[config.mk]
export PLATFORM = sky130hd
export DESIGN_NAME = pipe_collision_scorer
export DESIGN_NICKNAME = d
export VERILOG_FILES = /design/src/rtl/pipe_collision_scorer.sv
export SDC_FILE = /design/constraint.sdc
export NUM_CORES = 1
export LEC_CHECK = 0
export ABC_AREA = 1
export CORE_MARGIN = 10
export CORE_UTILIZATION = 40
export DETAILED_ROUTE_END_ITERATION = 10
export GPL_TIMING_DRIVEN = 0
export MAX_ROUTING_LAYER = met4
export PLACE_DENSITY = 0.72
export SYNTH_ARGS = -nofsm -noshare
export SYNTH_HDL_FRONTEND = slang
export SYNTH_SLANG_ARGS = --single-unit
[constraint.sdc]
create_clock -name Clk -period 9.95 [get_ports Clk]
set_input_delay 2.4875 -clock Clk [delete_from_list [all_inputs] [get_ports Clk]]
set_output_delay 2.4875 -clock Clk [all_outputs]
set_load 0.02 [all_outputs]
[src/rtl/pipe_collision_scorer.sv]
// Bird-vs-pipes collision checker and pass scorer.
// Runs the Initial/Check/Lose game FSM with a Start/Ack handshake.
module pipe_collision_scorer #(
    parameter int N_PIPES = 4,
    parameter int XW      = 10,
    parameter int YW      = 10,
    parameter int PIPE_W  = 80,
    parameter int GAP_H   = 100,
    parameter int BIRD_W  = 16,
    parameter int BIRD_H  = 16,
    parameter int FLOOR_Y = 470,
    parameter int SCORE_W = 8,
    localparam int IW = (N_PIPES > 1) ? $clog2(N_PIPES) : 1
) (
    input  logic                  Clk,
    input  logic                  reset_n,
    input  logic                  Start,
    input  logic                  Ack,
    input  logic [XW-1:0]         Bird_X,
    input  logic [YW-1:0]         Bird_Y,
    input  logic [N_PIPES*XW-1:0] Pipe_X,
    input  logic [N_PIPES*YW-1:0] Pipe_Y,
    input  logic [N_PIPES-1:0]    Pipe_Valid,
    output logic                  Q_Initial,
    output logic                  Q_Check,
    output logic                  Q_Lose,
    output logic                  Lose,
    output logic                  Hit_Floor,
    output logic [IW-1:0]         Hit_Index,
    output logic [SCORE_W-1:0]    Score,
    output logic                  Score_Pulse
);

    localparam int CW = ((XW > YW) ? XW : YW) + 1;

    typedef enum logic [1:0] {
        QInitial = 2'd0,
        QCheck   = 2'd1,
        QLose    = 2'd2
    } state_t;

    state_t             state;
    logic [IW-1:0]      idx;
    logic [N_PIPES-1:0] passed;

    logic [XW-1:0] sel_x;
    logic [YW-1:0] sel_y;
    logic          sel_v;
    logic          sel_p;

    logic [CW-1:0] bx, by, px, py;
    logic          x_ovl, y_vio, pipe_hit, floor_hit, behind, score_full;

    // Select the channel currently under the scanner.
    always_comb begin
        sel_x = '0;
        sel_y = '0;
        sel_v = 1'b0;
        sel_p = 1'b0;
        for (int i = 0; i < N_PIPES; i++) begin
            if (idx == IW'(i)) begin
                sel_x = Pipe_X[i*XW +: XW];
                sel_y = Pipe_Y[i*YW +: YW];
                sel_v = Pipe_Valid[i];
                sel_p = passed[i];
            end
        end
    end

    // Geometry in one extra bit so the sums never wrap.
    always_comb begin
        bx = CW'(Bird_X);
        by = CW'(Bird_Y);
        px = CW'(sel_x);
        py = CW'(sel_y);
        x_ovl = (bx + CW'(BIRD_W) > px) && (bx < px + CW'(PIPE_W));
        y_vio = (by < py) || (by + CW'(BIRD_H) > py + CW'(GAP_H));
        pipe_hit  = sel_v && x_ovl && y_vio;
        floor_hit = by + CW'(BIRD_H) > CW'(FLOOR_Y);
        behind    = px + CW'(PIPE_W) <= bx;
        score_full = &Score;
    end

    // Game FSM, scanner, pass flags and score with registered outputs.
    always_ff @(posedge Clk or negedge reset_n) begin
        if (!reset_n) begin
            state       <= QInitial;
            Q_Initial   <= 1'b1;
            Q_Check     <= 1'b0;
            Q_Lose      <= 1'b0;
            Lose        <= 1'b0;
            Hit_Floor   <= 1'b0;
            Hit_Index   <= '0;
            Score       <= '0;
            Score_Pulse <= 1'b0;
            idx         <= '0;
            passed      <= '0;
        end else begin
            Score_Pulse <= 1'b0;
            case (state)
                QInitial: begin
                    if (Start) begin
                        state     <= QCheck;
                        Q_Initial <= 1'b0;
                        Q_Check   <= 1'b1;
                        Score     <= '0;
                        passed    <= '0;
                        idx       <= '0;
                        Hit_Floor <= 1'b0;
                        Hit_Index <= '0;
                    end
                end
                QCheck: begin
                    if (idx == IW'(N_PIPES - 1)) begin
                        idx <= '0;
                    end else begin
                        idx <= idx + IW'(1);
                    end
                    if (floor_hit || pipe_hit) begin
                        state     <= QLose;
                        Q_Check   <= 1'b0;
                        Q_Lose    <= 1'b1;
                        Lose      <= 1'b1;
                        Hit_Floor <= floor_hit;
                        Hit_Index <= pipe_hit ? idx : '0;
                    end else if (sel_v && behind) begin
                        if (!sel_p) begin
                            passed[idx] <= 1'b1;
                            if (!score_full) begin
                                Score       <= Score + SCORE_W'(1);
                                Score_Pulse <= 1'b1;
                            end
                        end
                    end else begin
                        passed[idx] <= 1'b0;
                    end
                end
                QLose: begin
                    if (Ack) begin
                        state     <= QInitial;
                        Q_Lose    <= 1'b0;
                        Lose      <= 1'b0;
                        Q_Initial <= 1'b1;
                    end
                end
                default: begin
                    state     <= QInitial;
                    Q_Initial <= 1'b1;
                    Q_Check   <= 1'b0;
                    Q_Lose    <= 1'b0;
                    Lose      <= 1'b0;
                end
            endcase
        end
    end

endmodule

Yosys cells after proc, flatten, opt, wreduce, memory -nomap -nowiden
Cells that the tools add are included.
{"block": "totals", "reg_bits": 23, "inputBits": 108, "output_inout_bits": 16, "wordCells": 117}
{"block": "op_classes", "addsub": 6, "n_lt_le_gt_ge": 8, "n_eq_ne": 13, "muxes": 55, "bitwise_logic": 6, "n_reduce_logical": 19}
{"cell": "10-bit two-way mux", "n": 8}
{"cell": "8-bit two-way mux", "n": 5}
{"cell": "10-bit by 5-bit adder with 11-bit output (second input constant)", "n": 2}
{"cell": "10-bit by 7-bit adder with 11-bit output (second input constant)", "n": 2}
{"cell": "1-bit two-way mux", "n": 21}
{"cell": "4-bit two-way mux", "n": 4}
{"cell": "8-bit case mux with 2 select lines", "n": 1}
{"cell": "3-bit AND reduction", "n": 5}
{"cell": "2-bit two-way mux", "n": 7}
{"cell": "2-bit != test (second input constant)", "n": 7}
{"cell": "11-bit by 10-bit greater-than comparator with 1-bit output", "n": 1}
{"cell": "11-bit greater-than comparator", "n": 1}
{"cell": "11-bit by 9-bit greater-than comparator with 1-bit output (second input constant)", "n": 1}
{"cell": "11-bit by 10-bit <= comparator with 1-bit output", "n": 1}
{"cell": "10-bit by 11-bit < comparator with 1-bit output", "n": 1}
{"cell": "10-bit < comparator", "n": 1}
{"cell": "1-bit case mux with 3 select lines", "n": 3}
{"cell": "8-bit by 1-bit adder with 8-bit output (second input constant)", "n": 1}
{"cell": "2-bit case mux with 2 select lines", "n": 2}
{"cell": "4-bit case mux with 2 select lines", "n": 1}
{"cell": "8-bit AND reduction", "n": 1}
{"cell": "2-bit equality test (second input constant)", "n": 3}
{"cell": "2-bit case mux with 3 select lines", "n": 1}
{"cell": "6-bit AND reduction", "n": 1}
{"cell": "17 further kinds", "n": 26}

Logic depth before layout (Yosys ltp)
{"block": "depth", "depth_word": 13, "depth_mapped": 28, "mapped_depth_nobuf": 27}

Worst setup path before layout
OpenSTA, ideal clock, no wires.
{"block": "synth_path", "path_kind": "input-to-reg", "start": "input Pipe_Y[12]", "end": "register Score[0]", "setup_ps": 117, "arrival_ps": 4841, "t_required_ps": 9833, "setup_slack_ps": 4992, "cell_stages": 21, "n_path_buf": 0, "cell_sequence": "a22oi_1 -> nand2_1 -> a22oi_1 -> inv_1 -> ha_1 -> nand2_1 -> nand2_1 -> o21ai_1 -> xnor2_1 -> ha_1 -> nand2_1 -> nor2_1 -> nand4_1 -> nor2_1 -> o22ai_1 -> nand2_1 -> nand3_2 -> nand3_4 -> nand2_4 -> nand2_1 -> nand2_1"}
{"block": "synth_between", "elab_chain_cells": 10, "word_cells_on_any_way": 11, "classes_between": "add/sub: 1; order compare: 2; eq/ne: 1; mux: 3; reduce/logical: 4"}
{"element": "start: declaration", "line": "22", "text": "input logic [N_PIPES*YW-1:0] Pipe_Y,"}
{"element": "10-bit two-way mux * (3 in a row)", "line": "61", "text": "if (idx == IW'(i)) begin"}
{"element": "10-bit by 7-bit adder with 11-bit output", "line": "77", "text": "y_vio = (by < py) || (by + CW'(BIRD_H) > py + CW'(GAP_H));"}
{"element": "11-bit greater-than comparator", "line": "77"}
{"element": "1-bit logical OR *", "line": "77"}
{"element": "1-bit logical AND *", "line": "78", "text": "pipe_hit = sel_v && x_ovl && y_vio;"}
{"element": "1-bit logical OR *", "line": "119", "text": "if (floor_hit || pipe_hit) begin"}
{"element": "2-bit != test (no source line) *"}
{"element": "6-bit AND reduction (no source line) *"}
{"element": "end signal: assignment", "line": "130", "text": "Score <= Score + SCORE_W'(1);"}
{"element": "end: declaration", "line": "30", "text": "output logic [SCORE_W-1:0] Score,"}
Mark *: on every way between the ends. The rest lies on a longest branch, timed or not.
A chain may end at the register's enable or synchronous reset.

Worst setup path after layout
{"block": "layout_path", "start": "input Pipe_Y[12]", "end": "register Score[6]"}
Same word-level chain as after synthesis.

==> flow_summary.rst <==
.. list-table::
   :header-rows: 1

   * - Metric
     - Value
   * - Async set or reset register ratio after synthesis
     - 100%
   * - Buffer type at the clock tree root
     - sky130_fd_sc_hd__clkbuf_8
   * - Total power of the final layout
     - 0.00126 W
   * - Overall fraction of global-route tracks in use
     - 17.8%
   * - Synthesized netlist net count
     - 687
   * - Clock buffers created by TritonCTS
     - 3
   * - Type of destination of the critical path
     - flop
   * - Fin crit period
     - 5.62 ns
   * - TritonCTS clock tree
     - done
   * - Full die area
     - 0.0128 mm^2
   * - Critical path launch point type
     - primary input
   * - Gr ovfl total
     - 0
   * - Final cell utilization of the core
     - 58.7%
   * - Count of instances resized after the clock tree is built
     - 0
   * - Post-synthesis xor/xnor area fraction
     - 3.80%
   * - Final HPWL from detailed placement
     - 9810 um
   * - Boundary pin count
     - 124
   * - Filler instances
     - 781
   * - Commonest register cell after synthesis
     - sky130_fd_sc_hd__dfrtp_1
   * - Max-cap violation count
     - 0
   * - Slew at the pin with the worst max-slew slack
     - 1.03 ns
   * - Crit share post-route
     - 56.5%
   * - FF/Latch Area
     - 577 um^2
   * - Placeable core region
     - 0.00830 mm^2
   * - Placed Instance Area
     - 0.00482 mm^2
   * - Share of post-route cells with drive strength above 1
     - 5.02%
   * - Final worst clock skew
     - 0.00844 ns
   * - Register clock-pin slew on the reported worst setup and hold paths
     - 0.09 ns
   * - Post-detailed-route DRC marker count
     - 0
   * - TritonRoute pass-1 iters
     - 5
   * - Global-route wire length before repair
     - 18,600 um
   * - Clock latency on the worst-skew pair
     - 0.27 ns
   * - FF+latch count, synth
     - 23
   * - Vertical die dimension
     - 113 um
   * - Worst vdd rail ir drop
     - 144 uV
   * - Sequential element share of the synthesized area
     - 16.7%
   * - Post-cts hold buffer count
     - 0
   * - Rows
     - 33
   * - Die Width
     - 113 um
   * - Warnings from Yosys
     - 0
   * - Initial antenna violation count
     - 0
   * - CTS H-tree lvls
     - 1
   * - Post-synth design cell area
     - 0.00346 mm^2
   * - Routed vias
     - 3,879
   * - Static Leakage
     - 2.42 nW
   * - Initial core utilization
     - 41.7%
   * - Origin of the worst min-delay path
     - Q_Initial
   * - Post-synthesis simple-gate area fraction
     - 32.4%
   * - Crit Reg-Reg Startpoint
     - idx[1]
   * - Data required time of the critical path
     - 10.11 ns
   * - Post CTS Setup Buffer Count
     - 0
   * - Number of buffers added on ports
     - 123
   * - Layout area overhead
     - 40.7%
   * - Arrival time at the worst endpoint
     - 5.78 ns
   * - Post-DRT Antenna Nets
     - 0
   * - Synthesized area per cell
     - 6.52 um^2
   * - Run status
     - completed
   * - Worst Path Class, Setup
     - primary input to flop
   * - CTS Sinks
     - 23
   * - Minimum setup slack in the final design
     - 4.33 ns
   * - Biggest fanout along the worst timing path
     - 10
   * - Fraction of the mapped netlist area in compound gates
     - 18.4%
   * - Maximum buffer depth of the clock tree
     - 2
   * - Final number of hold-violating endpoints
     - 0
   * - Total wire length after detailed routing
     - 11,700 um
   * - Antenna diode count
     - 0
   * - Areal power density over the cells
     - 259 mW/mm^2
   * - Ratio of routed vias to standard cells
     - 5.08
   * - Synthesized netlist cell count
     - 531
   * - Slew Viols, Final
     - 0
   * - Combinational family with the most area after synthesis
     - simple AND/OR/NAND/NOR gates
   * - Fmax
     - 0.178 GHz
   * - Avg WL per Cell
     - 15.4 um
   * - Accumulated negative setup slack
     - 0 ns
   * - Mux share of post-synthesis cell area
     - 0%
   * - Synth unique cells
     - 42
   * - Number of enable-type register cells in the synthesized netlist
     - 0
   * - Multi-input logic area
     - 0.00249 mm^2
   * - Last weighted congestion value of the routability-driven placer
     - 0.945
   * - Number of global-route vias before repair
     - 3,856
   * - Hold crit path type
     - flop to flop
   * - Final setup violating endpoints
     - 0
   * - Final instance area
     - 0.00487 mm^2
   * - RSZ-0062 raised after global routing
     - no
   * - Max-Slew Margin vs Limit
     - 30.9%
   * - Largest net degree at the start of global routing
     - 24
   * - Launch point of the critical path
     - Pipe_Y[12]
   * - Dpl ws
     - 4.09 ns
   * - Final layout net count
     - 815
   * - Fraction of the mapped netlist area in adder cells
     - 17.4%
   * - Number of DRC markers after the initial detailed-route iteration
     - 218
==> per-stage QoR <==
stage          instances  hold WS (ns)
2_1_floorplan        531         0.459
3_5_place_dp         759         0.462
3_3_place_gp         759         0.461
4_1_cts              763         0.479
5_1_grt              763         0.500
6_report             763         0.477
==> registers in the layout, indices dropped and copies added, names as in the netlist, 2 cells and up <==
| register | count |
|---|---|
| passed | 4 |
| Score | 8 |
| state | 2 |
| idx | 2 |
| Hit_Index | 2 |
==> cells in the final DEF, fill, tap and decap left out, drive strengths merged, types with 12 or more instances in the layout <==
cell type	n
nand2	143
clkdlybuf4s50	123
inv	78
ha	48
a21oi	44
nor2	37
nand3	34
o21ai	28
dfrtp	22
nand4	15
buf	13
xor2	12
==> path summary, 6_finish.rpt <==
kind,to,slack (ns),cells past startpoint
max reg2reg,Score[6],5.94,25
min in group asynchronous,Lose,2.78,1
min reg2reg,Q_Initial,0.48,2
max in group asynchronous,idx[0],6.55,1
min,Q_Initial,0.48,2
max,Score[6],4.33,22
==> cell usage after synthesis, drive strengths merged, types with 4 or more instances <==
master,n,area share [%]
a22oi,10,2.2
ha,48,17
nand2,143,16
nor3b,4,0.87
o21ai,28,4.1
inv,78,8.5
buf,13,2.5
nor2,37,4.3
nand4,15,3.6
o211ai,4,0.87
a21oi,44,6.7
clkbuf,4,0.43
dfrtp,22,16
xor2,12,3.0
a22o,8,2.0
nor3,4,0.58
nand3,34,5.7
o21a,6,1.3
==> cell families (layout without fill, tap and decap cells) <==
group,count (synthesis),after routing
AO/OA/AOI/OAI,106,106
XOR/XNOR,15,15
adder cells (fa/ha/maj),48,48
buffers and inverters,95,222
flip-flops,23,23
AND/OR/NAND/NOR,244,244
==> final cells by class <==
class                           count  share of cell area [%]
Tap cell                          105                    2.70
Clock buffer                        3                   0.848
Buffer                             17                    2.06
Multi-Input combinational cell    413                    51.1
Clock inverter                      1                   0.103
Sequential cell                    23                    11.8
Timing Repair Buffer              123                    25.3
Inverter                           78                    6.01
==> critical path, cell delays in order <==
cell	delay (ns)
sky130_fd_sc_hd__clkdlybuf4s50_1	0.40
sky130_fd_sc_hd__a22oi_1	0.20
sky130_fd_sc_hd__nand2_1	0.07
sky130_fd_sc_hd__a22oi_1	0.22
sky130_fd_sc_hd__inv_1	0.15
sky130_fd_sc_hd__ha_1	0.23
sky130_fd_sc_hd__nand2_1	0.07
sky130_fd_sc_hd__nand2_1	0.08
sky130_fd_sc_hd__o21ai_1	0.23
sky130_fd_sc_hd__xnor2_1	0.10
sky130_fd_sc_hd__ha_1	0.31
sky130_fd_sc_hd__nand2_1	0.06
sky130_fd_sc_hd__nor2_1	0.11
sky130_fd_sc_hd__nand4_1	0.16
sky130_fd_sc_hd__nor2_1	0.14
sky130_fd_sc_hd__o22ai_1	0.08
sky130_fd_sc_hd__nand2_1	0.17
sky130_fd_sc_hd__nand3_2	0.15
sky130_fd_sc_hd__nand3_4	0.15
sky130_fd_sc_hd__nand2_4	0.10
sky130_fd_sc_hd__nand2_1	0.07
sky130_fd_sc_hd__nand2_1	0.05
==> report_power, final <==
group          leakage [nW]  switching, W  internal (W)
clock                0.0255     0.0000312     0.0000280
sequential            0.307     0.0000200      0.000121
combinational          2.09      0.000648      0.000414
==> metal layers <==
metal  track usage, %  share of wire, %
met4             2.62              0.81
met5                -                 0
met3             3.06               5.4
met1             20.1                44
met2             32.4                50
Power figures use the tool's default switching activity.
